--- src/rtl/tmds_pkg.sv ---
`default_nettype none
// ============================================================================
// Module      : tmds_pkg
// Description : Shared definitions for the TMDS receive channel. Holds the
//               four control-token codes, symbol and offset widths, and the
//               alignment FSM state type.
// Revision    : 1.0 - initial release
// ============================================================================
package tmds_pkg;

  localparam int SYM_W = 10;  // one TMDS symbol
  localparam int OFS_W = 4;   // bit-slip offset, 0..9

  // Control tokens, written bit9..bit0 as they appear in the aligned symbol.
  localparam logic [SYM_W-1:0] TMDS_CTRL_00 = 10'h354;
  localparam logic [SYM_W-1:0] TMDS_CTRL_01 = 10'h0AB;
  localparam logic [SYM_W-1:0] TMDS_CTRL_10 = 10'h154;
  localparam logic [SYM_W-1:0] TMDS_CTRL_11 = 10'h2AB;

  typedef enum logic [0:0] {
    SEARCH = 1'b0,
    LOCKED = 1'b1
  } tmds_state_e;

endpackage : tmds_pkg
`default_nettype wire

--- src/rtl/tmds_channel_decoder_symbol_decode.sv ---
`default_nettype none
// ============================================================================
// Module      : tmds_symbol_decode
// Description : Decodes one aligned TMDS symbol into video data or a control
//               value. The classification (is_ctrl_o) is combinational so the
//               caller can act on the symbol in the same cycle; data_o,
//               ctrl_o and de_o are registered.
// Ports       : clk, reset   - clock, synchronous active-high reset
//               sym_i        - aligned 10-bit symbol
//               valid_i      - 1 = channel aligned, outputs may carry content
//               data_o       - decoded byte (0 unless a data symbol is valid)
//               ctrl_o       - last control value seen while valid
//               de_o         - 1 = data_o holds a video byte
//               is_ctrl_o    - sym_i is one of the four control tokens
// Revision    : 1.0 - initial release
// ============================================================================
module tmds_symbol_decode
  import tmds_pkg::*;
(
  input  logic             clk,
  input  logic             reset,
  input  logic [SYM_W-1:0] sym_i,
  input  logic             valid_i,
  output logic [7:0]       data_o,
  output logic [1:0]       ctrl_o,
  output logic             de_o,
  output logic             is_ctrl_o
);

  logic       w_is_ctrl;
  logic [1:0] w_cd;
  logic [7:0] w_unmasked;
  logic [7:0] w_data;

  logic [7:0] data_q;
  logic [1:0] ctrl_q;
  logic       de_q;

  always_comb begin
    w_is_ctrl = 1'b1;
    w_cd      = 2'b00;
    case (sym_i)
      TMDS_CTRL_00: w_cd = 2'b00;
      TMDS_CTRL_01: w_cd = 2'b01;
      TMDS_CTRL_10: w_cd = 2'b10;
      TMDS_CTRL_11: w_cd = 2'b11;
      default:      w_is_ctrl = 1'b0;
    endcase

    // bit9 marks an inverted payload, bit8 selects XOR vs XNOR chaining
    w_unmasked = sym_i[9] ? ~sym_i[7:0] : sym_i[7:0];
    w_data     = 8'h00;
    w_data[0]  = w_unmasked[0];
    for (int i = 1; i < 8; i++) begin
      w_data[i] = sym_i[8] ? (w_unmasked[i] ^ w_unmasked[i-1])
                           : ~(w_unmasked[i] ^ w_unmasked[i-1]);
    end
  end

  always_ff @(posedge clk) begin
    if (reset) begin
      data_q <= 8'h00;
      ctrl_q <= 2'b00;
      de_q   <= 1'b0;
    end else if (valid_i && w_is_ctrl) begin
      data_q <= 8'h00;
      ctrl_q <= w_cd;
      de_q   <= 1'b0;
    end else if (valid_i) begin
      data_q <= w_data;
      de_q   <= 1'b1;
    end else begin
      // not aligned: suppress content, keep the last control value
      data_q <= 8'h00;
      de_q   <= 1'b0;
    end
  end

  assign data_o    = data_q;
  assign ctrl_o    = ctrl_q;
  assign de_o      = de_q;
  assign is_ctrl_o = w_is_ctrl;

endmodule : tmds_symbol_decode
`default_nettype wire

--- src/rtl/tmds_channel_decoder.sv ---
`default_nettype none
// ============================================================================
// Module      : tmds_channel_decoder
// Description : One TMDS receive channel. Finds the symbol boundary in the
//               deserialised 10-bit stream by bit-slipping until a run of
//               control tokens appears, then decodes video data / control.
// Ports       : clk     - pixel clock
//               reset   - synchronous active-high reset
//               raw     - deserialised word, raw[0] received first
//               data    - decoded video byte
//               ctrl    - last decoded control value {C1,C0}
//               de      - 1 = data is a video byte this cycle
//               locked  - symbol alignment achieved
//               offset  - current bit-slip offset, 0..9
// Revision    : 1.0 - initial release
// ============================================================================
module tmds_channel_decoder
  import tmds_pkg::*;
#(
  parameter int CTRL_RUN      = 8,
  parameter int SEARCH_WINDOW = 2048,
  parameter int LOSS_WINDOW   = 4096
) (
  input  logic             clk,
  input  logic             reset,
  input  logic [SYM_W-1:0] raw,
  output logic [7:0]       data,
  output logic [1:0]       ctrl,
  output logic             de,
  output logic             locked,
  output logic [OFS_W-1:0] offset
);

  localparam int STW  = $clog2(SEARCH_WINDOW);
  localparam int LTW  = $clog2(LOSS_WINDOW);
  localparam int RUNW = $clog2(CTRL_RUN + 1);

  localparam logic [STW-1:0]  c_STIMER_LAST = STW'(SEARCH_WINDOW - 1);
  localparam logic [LTW-1:0]  c_LTIMER_LAST = LTW'(LOSS_WINDOW - 1);
  localparam logic [RUNW-1:0] c_RUN_FULL    = RUNW'(CTRL_RUN);
  localparam logic [RUNW-1:0] c_RUN_LAST    = RUNW'(CTRL_RUN - 1);
  // symbols already in the pipeline when the offset moves are not trusted
  localparam logic [1:0]      c_SKIP_CYCLES = 2'd2;

  logic [SYM_W-1:0]   prev_raw_q;
  logic [2*SYM_W-1:0] w_cat;
  logic [SYM_W-1:0]   w_win [SYM_W];
  logic [SYM_W-1:0]   sym_q;
  logic               w_is_ctrl;
  logic               w_unused_msb;
  logic [OFS_W-1:0]   w_next_offset;

  tmds_state_e        state_q,  state_d;
  logic [OFS_W-1:0]   offset_q, offset_d;
  logic [RUNW-1:0]    run_q,    run_d;
  logic [STW-1:0]     stimer_q, stimer_d;
  logic [LTW-1:0]     ltimer_q, ltimer_d;
  logic [1:0]         skip_q,   skip_d;

  assign w_cat        = {raw, prev_raw_q};
  // no window starts high enough to reach the top bit
  assign w_unused_msb = w_cat[2*SYM_W-1];

  for (genvar k = 0; k < SYM_W; k++) begin : g_win
    assign w_win[k] = w_cat[k +: SYM_W];
  end

  always_ff @(posedge clk) begin
    if (reset) begin
      prev_raw_q <= '0;
      sym_q      <= '0;
    end else begin
      prev_raw_q <= raw;
      sym_q      <= w_win[offset_q];
    end
  end

  tmds_symbol_decode u_decode (
    .clk       (clk),
    .reset     (reset),
    .sym_i     (sym_q),
    .valid_i   (state_q == LOCKED),
    .data_o    (data),
    .ctrl_o    (ctrl),
    .de_o      (de),
    .is_ctrl_o (w_is_ctrl)
  );

  assign w_next_offset = (offset_q == OFS_W'(9)) ? '0 : offset_q + 1'b1;

  always_comb begin
    state_d  = state_q;
    offset_d = offset_q;
    run_d    = run_q;
    stimer_d = stimer_q;
    ltimer_d = ltimer_q;
    skip_d   = skip_q;

    case (state_q)
      SEARCH: begin
        if (skip_q != 2'd0) begin
          skip_d = skip_q - 2'd1;
          run_d  = '0;
        end else if (w_is_ctrl) begin
          run_d = (run_q == c_RUN_FULL) ? run_q : run_q + 1'b1;
        end else begin
          run_d = '0;
        end

        // lock takes priority over a slip due on the same cycle
        if (skip_q == 2'd0 && w_is_ctrl && run_q == c_RUN_LAST) begin
          state_d  = LOCKED;
          run_d    = '0;
          stimer_d = '0;
          ltimer_d = '0;
        end else if (stimer_q == c_STIMER_LAST) begin
          offset_d = w_next_offset;
          run_d    = '0;
          stimer_d = '0;
          skip_d   = c_SKIP_CYCLES;
        end else begin
          stimer_d = stimer_q + 1'b1;
        end
      end

      LOCKED: begin
        if (w_is_ctrl) begin
          ltimer_d = '0;
        end else if (ltimer_q == c_LTIMER_LAST) begin
          state_d  = SEARCH;
          offset_d = w_next_offset;
          run_d    = '0;
          stimer_d = '0;
          ltimer_d = '0;
          skip_d   = c_SKIP_CYCLES;
        end else begin
          ltimer_d = ltimer_q + 1'b1;
        end
      end

      default: state_d = SEARCH;
    endcase
  end

  always_ff @(posedge clk) begin
    if (reset) begin
      state_q  <= SEARCH;
      offset_q <= '0;
      run_q    <= '0;
      stimer_q <= '0;
      ltimer_q <= '0;
      skip_q   <= '0;
    end else begin
      state_q  <= state_d;
      offset_q <= offset_d;
      run_q    <= run_d;
      stimer_q <= stimer_d;
      ltimer_q <= ltimer_d;
      skip_q   <= skip_d;
    end
  end

  assign locked = (state_q == LOCKED);
  assign offset = offset_q;

endmodule : tmds_channel_decoder
`default_nettype wire

--- config.mk ---
export PLATFORM = sky130hd
export DESIGN_NAME = tmds_channel_decoder
export DESIGN_NICKNAME = d
export VERILOG_FILES = /design/src/rtl/tmds_pkg.sv /design/src/rtl/tmds_channel_decoder_symbol_decode.sv /design/src/rtl/tmds_channel_decoder.sv
export SDC_FILE = /design/constraint.sdc
export NUM_CORES = 1
export LEC_CHECK = 0
export BUFFER_PORTS_ARGS = -buffer_cell sky130_fd_sc_hd__buf_4
export CORE_AREA = 3 3 85 87
export DETAILED_ROUTE_END_ITERATION = 10
export DIE_AREA = 0 0 88 90
export GPL_ROUTABILITY_DRIVEN = 0
export PLACE_DENSITY = 0.74
export SLEW_MARGIN = 10
export SYNTH_ARGS = -nofsm -noshare
export SYNTH_HDL_FRONTEND = slang
export SYNTH_SLANG_ARGS = --single-unit
--- constraint.sdc ---
create_clock -name clk -period 2.3 [get_ports clk]
set_input_delay 0.23 -clock clk [delete_from_list [all_inputs] [get_ports clk]]
set_output_delay 0.23 -clock clk [all_outputs]
set_load 0.005 [all_outputs]
=== After elaboration in Yosys (flattened, before gate mapping) ===
Index checks and enable logic that the tools add are counted.
W data, S select, Z words.

* Register bits: 65
* Word-level logic and storage cells: 107
* Output and inout bits: 16
* Input bits: 12

* Magnitude comparators: 1
* Muxes and demuxes: 47
* Add/subtract/negate cells: 5
* Reduce and logical (&&, ||, !) cells: 11
* Equality and inequality tests: 15
* Bitwise logic cells: 17

{| class="wikitable"
|+ Operators with widths
! cell !! number
|-
| $mux W4 || 12
|-
| $mux W11 || 4
|-
| $bmux W10 S4 || 1
|-
| $mux W12 || 3
|-
| $pmux W12 S2 || 1
|-
| $pmux W11 S2 || 1
|-
| $eq A10 B10 Y1 const B || 2
|-
| $mux W10 || 2
|-
| $pmux W4 S2 || 2
|-
| $add A12 B1 Y12 const B || 1
|-
| $eq A12 B12 Y1 const B || 1
|-
| $mux W1 || 12
|-
| $add A11 B1 Y11 const B || 1
|-
| $eq A11 B11 Y1 const B || 1
|-
| $eq A10 B8 Y1 const B || 1
|-
| $eq A10 B9 Y1 const B || 1
|-
| $mux W2 || 5
|-
| $add A4 B1 Y4 const B || 2
|-
| $eq A4 B4 Y1 const B || 2
|-
| $mux W8 || 1
|-
| $ne A2 B2 Y1 const B || 4
|-
| $not A1 Y1 || 8
|-
| $not A8 Y8 || 1
|-
| $xor A1 B1 Y1 || 7
|-
| other kinds (18) || 20
|}

=== Depth between registers and ports, before layout ===
* Depth in word-level cells: 8
* Mapped depth: 10
* Depth with buffers taken out: 8

=== Modules after synthesis ===
Synthesis repeated with hierarchy kept, for this count alone.

* Cells, all modules: 381
* Area total of the unflattened synthesis: 3540.9 sq um

{| class="wikitable"
|+ Modules (own cells, without submodules)
! module !! cells each !! area each (sq um) !! times used !! sequential area each (sq um)
|-
| tmds_channel_decoder || 312 || 2882.8 || 1 || 1081.0
|-
| tmds_symbol_decode || 69 || 658.1 || 1 || 220.2
|}

=== Worst setup path before layout ===
Ideal clock, no wire load.

* Path type: register to register
* From: register ltimer_q[0]
* To: register offset_q[2] (netlist: offset[2])
* Stages on the path, launching flop included: 8
* Data required time: 2179 ps
* Path buffers: 1
* Arrival time: 2097 ps
* Setup time: 121 ps
* Path slack: 82 ps
* Period minus slack after synthesis: 2218 ps
* Path through: dfxtp_1 > ha_1 > nand3_2 > or4_1 > buf_2 > o22a_4 > nor3b_1 > mux2_2

* Cells in the longest elaborated chain, start to end: 3

{| class="wikitable"
|+ Ends and longest elaborated chain
! element !! line !! source
|-
| start: declaration || tmds_channel_decoder.sv:57 || <nowiki>logic [LTW-1:0] ltimer_q, ltimer_d;</nowiki>
|-
| start signal: assignment || tmds_channel_decoder.sv:158 || <nowiki>ltimer_q <= ltimer_d;</nowiki>
|-
| $eq A12 B12 Y1 || tmds_channel_decoder.sv:129 || <nowiki>end else if (ltimer_q == c_LTIMER_LAST) begin</nowiki>
|-
| $ne A2 B1 Y1 (no line) || - ||
|-
| $reduce_and A4 Y1 (no line) || - ||
|-
| end signal: assignment || tmds_channel_decoder.sv:155 || <nowiki>offset_q <= offset_d;</nowiki>
|-
| end: declaration || tmds_channel_decoder.sv:54 || <nowiki>logic [OFS_W-1:0] offset_q, offset_d;</nowiki>
|}

No other way between the ends.
A chain may end at the register's enable or synchronous reset.

=== Final worst setup path ===
* From: register sym_q[1]
* To: register run_q[3]

* Cells in the longest elaborated chain, start to end: 8
* Elaborated cells on any way between the ends: 16
* Those cells by class: 6 x eq/ne; 6 x mux; 4 x reduce/logical

{| class="wikitable"
|+ Ends and longest elaborated chain
! element !! line !! source
|-
| start: declaration || tmds_channel_decoder.sv:48 || <nowiki>logic [SYM_W-1:0] sym_q;</nowiki>
|-
| start signal: assignment || tmds_channel_decoder.sv:74 || <nowiki>sym_q <= w_win[offset_q];</nowiki>
|-
| $eq A10 B10 Y1, or another cell as far along || tmds_channel_decoder_symbol_decode.sv:42 || <nowiki>case (sym_i)</nowiki>
|-
| $reduce_or A4 Y1 (no line) (*) || - ||
|-
| $mux W1 (*) || tmds_channel_decoder_symbol_decode.sv:42 ||
|-
| $mux W4 || tmds_channel_decoder.sv:104 || <nowiki>end else if (w_is_ctrl) begin</nowiki>
|-
| $mux W4 || tmds_channel_decoder.sv:101 || <nowiki>if (skip_q != 2'd0) begin</nowiki>
|-
| $mux W4 || tmds_channel_decoder.sv:116 || <nowiki>end else if (stimer_q == c_STIMER_LAST) begin</nowiki>
|-
| $mux W4 || tmds_channel_decoder.sv:111 || <nowiki>if (skip_q == 2'd0 && w_is_ctrl && run_q == c_RUN_LAST) begin</nowiki>
|-
| $pmux W4 S2 || tmds_channel_decoder.sv:99 || <nowiki>case (state_q)</nowiki>
|-
| end signal: assignment || tmds_channel_decoder.sv:156 || <nowiki>run_q <= run_d;</nowiki>
|-
| end: declaration || tmds_channel_decoder.sv:55 || <nowiki>logic [RUNW-1:0] run_q, run_d;</nowiki>
|}

Every way passes the cells marked *; elsewhere a longest branch is shown, timed or not.

==> flow_metrics.env <==
export IMPL_die_y_um=90
export IMPL_dr_pass1_iters=4
export IMPL_synth_most_common_cell="dfxtp_1"
export IMPL_grt_max_degree=48
export IMPL_tightest_slew_ps=867
export IMPL_final_area_um2=4130
export IMPL_synth_top_family_by_area="simple AND/OR/NAND/NOR gates"
export IMPL_num_vias=2892
export IMPL_cp_required_ps=2510
export IMPL_maxCapViolCount=0
export IMPL_area_growth_pct=18.3
export IMPL_cts_root_buf="clkbuf_8"
export IMPL_synthesis_nets=406
export IMPL_ys_flop_type="dfxtp_1"
export IMPL_antenna_found_initial=0
export IMPL_drt_iter0_drc=132
export IMPL_htreeDepth=3
export IMPL_syn_area_um2=3490
export IMPL_cts_tree="done"
export IMPL_synth_top_area_cell="dfxtp_1"
export IMPL_rr_worst_depth=10
export IMPL_die_x_um=88
export IMPL_hold_ws_ps=95.0
export IMPL_grt_pass1_wl_um=12700
export IMPL_status="completed"
export IMPL_hold_class="input port to register"
export IMPL_diodes=0
export IMPL_synthAdderAreaFrac_pct=3.58
export IMPL_drt_wl_total_um=7500
export IMPL_layout_min_cycle_time_ps=2210
export IMPL_numCtsBuffers=9
export IMPL_slew_headroom_pct=42.1
export IMPL_cp_start_kind="register"
export IMPL_cts_hold_buffers=0
export IMPL_synthTopCellsByCount="dfxtp_1, nor2_1, mux2i_1, a21oi_1"
export IMPL_ys_ff_latch=65
export IMPL_insertion_delay_ps=340
export IMPL_max_clock_path_buffers=2
export IMPL_drive_above_1_share_pct=23.4
export IMPL_grt_overflow_total=0
export IMPL_setup_tns_ps=0
export IMPL_hpwl_um=5230
export IMPL_path_clk_slew_ps=70
export IMPL_fin_crit_sh_pct=95.9
export IMPL_synth_top_cell_area_share_pct=37.2
export IMPL_placementRows=29
export IMPL_synthArstFlopShare_pct=0
export IMPL_critPathMaxFanout=10
export IMPL_drc=0
export IMPL_nets=444
export IMPL_max_clock_freq_mhz=453
export IMPL_wire_per_inst_um=14.9
export IMPL_grtUsageTotal_pct=19.9
export IMPL_cts_sinks=65
export IMPL_p_per_area_nw_per_um2=525
export IMPL_ios=28
export IMPL_skew_ps=5.58
export IMPL_start_util_pct=54.4
export IMPL_worstPathArrival_ps=2420
export IMPL_ys_types=48
export IMPL_drtAntennaViolNets=0
export IMPL_fin_util_pct=64.3
export IMPL_yosysWarnings=0
export IMPL_placed_area_um2=3850
export IMPL_finalPower_uw=2170
export IMPL_synth_edf_count=0
export IMPL_drv_slew=0
export IMPL_yosys_area_share_simple_pct=21.4
export IMPL_syn_inst=384
export IMPL_rsz0062_at_grt="no"
export IMPL_fill_cells=536
export IMPL_end_kind="register"
export IMPL_dieArea_um2=7920
export IMPL_synth_xor_area_share_pct=2.76
export IMPL_grt_pass1_vias=2724
export IMPL_leakagePower_uw=0.00145
export IMPL_synth_compound_area_share_pct=16.4
export IMPL_critPathKind="register to register"
export IMPL_finalSetupViolations=0
export IMPL_ir_drop_mv=0.464
export IMPL_viasPerCell=5.74
export IMPL_synth_avg_cell_area_um2=9.10
export IMPL_yosys_top_cells_area="dfxtp_1, mux2i_1, mux4_2, nor2_1, ha_1"
export IMPL_whs_path_depth=2
export IMPL_numPortBuffers=27
export IMPL_finalHoldViolCount=0
export IMPL_muxShareOfSynthArea_pct=14.2
export IMPL_core_area_um2=6420
export IMPL_synth_seq_area_share_pct=37.2
## cell type report
cell class | count | area, µm² | area share (%)
Clock buffer | 9 | 124 | 3.00
Sequential cell | 65 | 1310 | 31.6
Inverter | 10 | 37.5 | 0.909
Timing Repair Buffer | 54 | 430 | 10.4
Multi-Input combinational cell | 282 | 2080 | 50.4
Clock inverter | 7 | 53.8 | 1.30
Tap cell | 77 | 96.3 | 2.33
## flip-flops by register name (all words and copies together), names as in the netlist
register / flops
u_decode.de_o: 1
u_decode.data_o: 8
stimer_q: 11
skip_q: 2
run_q: 4
sym_q: 10
prev_raw_q: 10
offset: 4
locked: 1
ltimer_q: 12
u_decode.ctrl_o: 2
## critical path, stage by stage (launching register included)
cell and delay, ps:
dfxtp_2 350, ha_1 140, and4bb_2 250, nand3_2 140, a2111oi_4 410, buf_4 210
nor3_4 50, buf_12 150, buf_12 120, a31oi_1 170, nor3_1 70
## final timing paths
| kind | from | slack (ps) | endpoint |
|---|---|---|---|
| max | sym_q[1] | 90 | run_q[3] |
| max reg2reg | sym_q[1] | 90 | run_q[3] |
| min | raw[9] | 90 | prev_raw_q[9] |
| min reg2reg | stimer_q[10] | 490 | stimer_q[10] |
## where the power goes
part / switching [µW] / internal (µW) / total (µW)
clock: 467 / 397 / 864
combinational: 69.6 / 74.8 / 144
sequential: 15.6 / 1150 / 1160
## cells in the final DEF, fill, tap and decap left out, drive strengths merged, types with 12 or more instances in the layout
| cell type | netlist | routed |
|---|---|---|
| nor2b | 14 | 14 |
| dfxtp | 65 | 65 |
| nand2 | 18 | 18 |
| nor2 | 47 | 47 |
| mux2i | 26 | 26 |
| inv | 10 | 12 |
| o21ai | 18 | 18 |
| buf | 10 | 54 |
| a21oi | 23 | 23 |
| nand3 | 14 | 14 |
## stage by stage
stage                     cells  worst slack (ps)
after floorplan             384              81.8
after global placement      484              6.35
after detailed placement    484             -7.44
after CTS                   500              29.8
after global routing        504             0.207
final                       504              94.8
## routing by layer
layer | track usage, % | part of all wire [%] | vias up
met5 | 0 | 0 | -
met4 | 5.12 | 1.1 | 0
met3 | 6.12 | 5.3 | 9
met2 | 29.9 | 45 | 72
met1 | 27.5 | 48 | 1335
li1 | - | - | 1476
## timing repair
action,CTS,global route
resized for setup,2,12
setup buffers,0,4
pin swaps,0,3
endpoints found under the setup margin,12,31
## cell families after synthesis
kind of cell | after synthesis
multiplexers | 37
buffers and inverters | 37
flip-flops | 65
AND/OR/NAND/NOR | 143
AO/OA/AOI/OAI | 81
XOR/XNOR | 11
adder cells (fa/ha/maj) | 10
No activity file was read; power rests on OpenSTA's default activity.
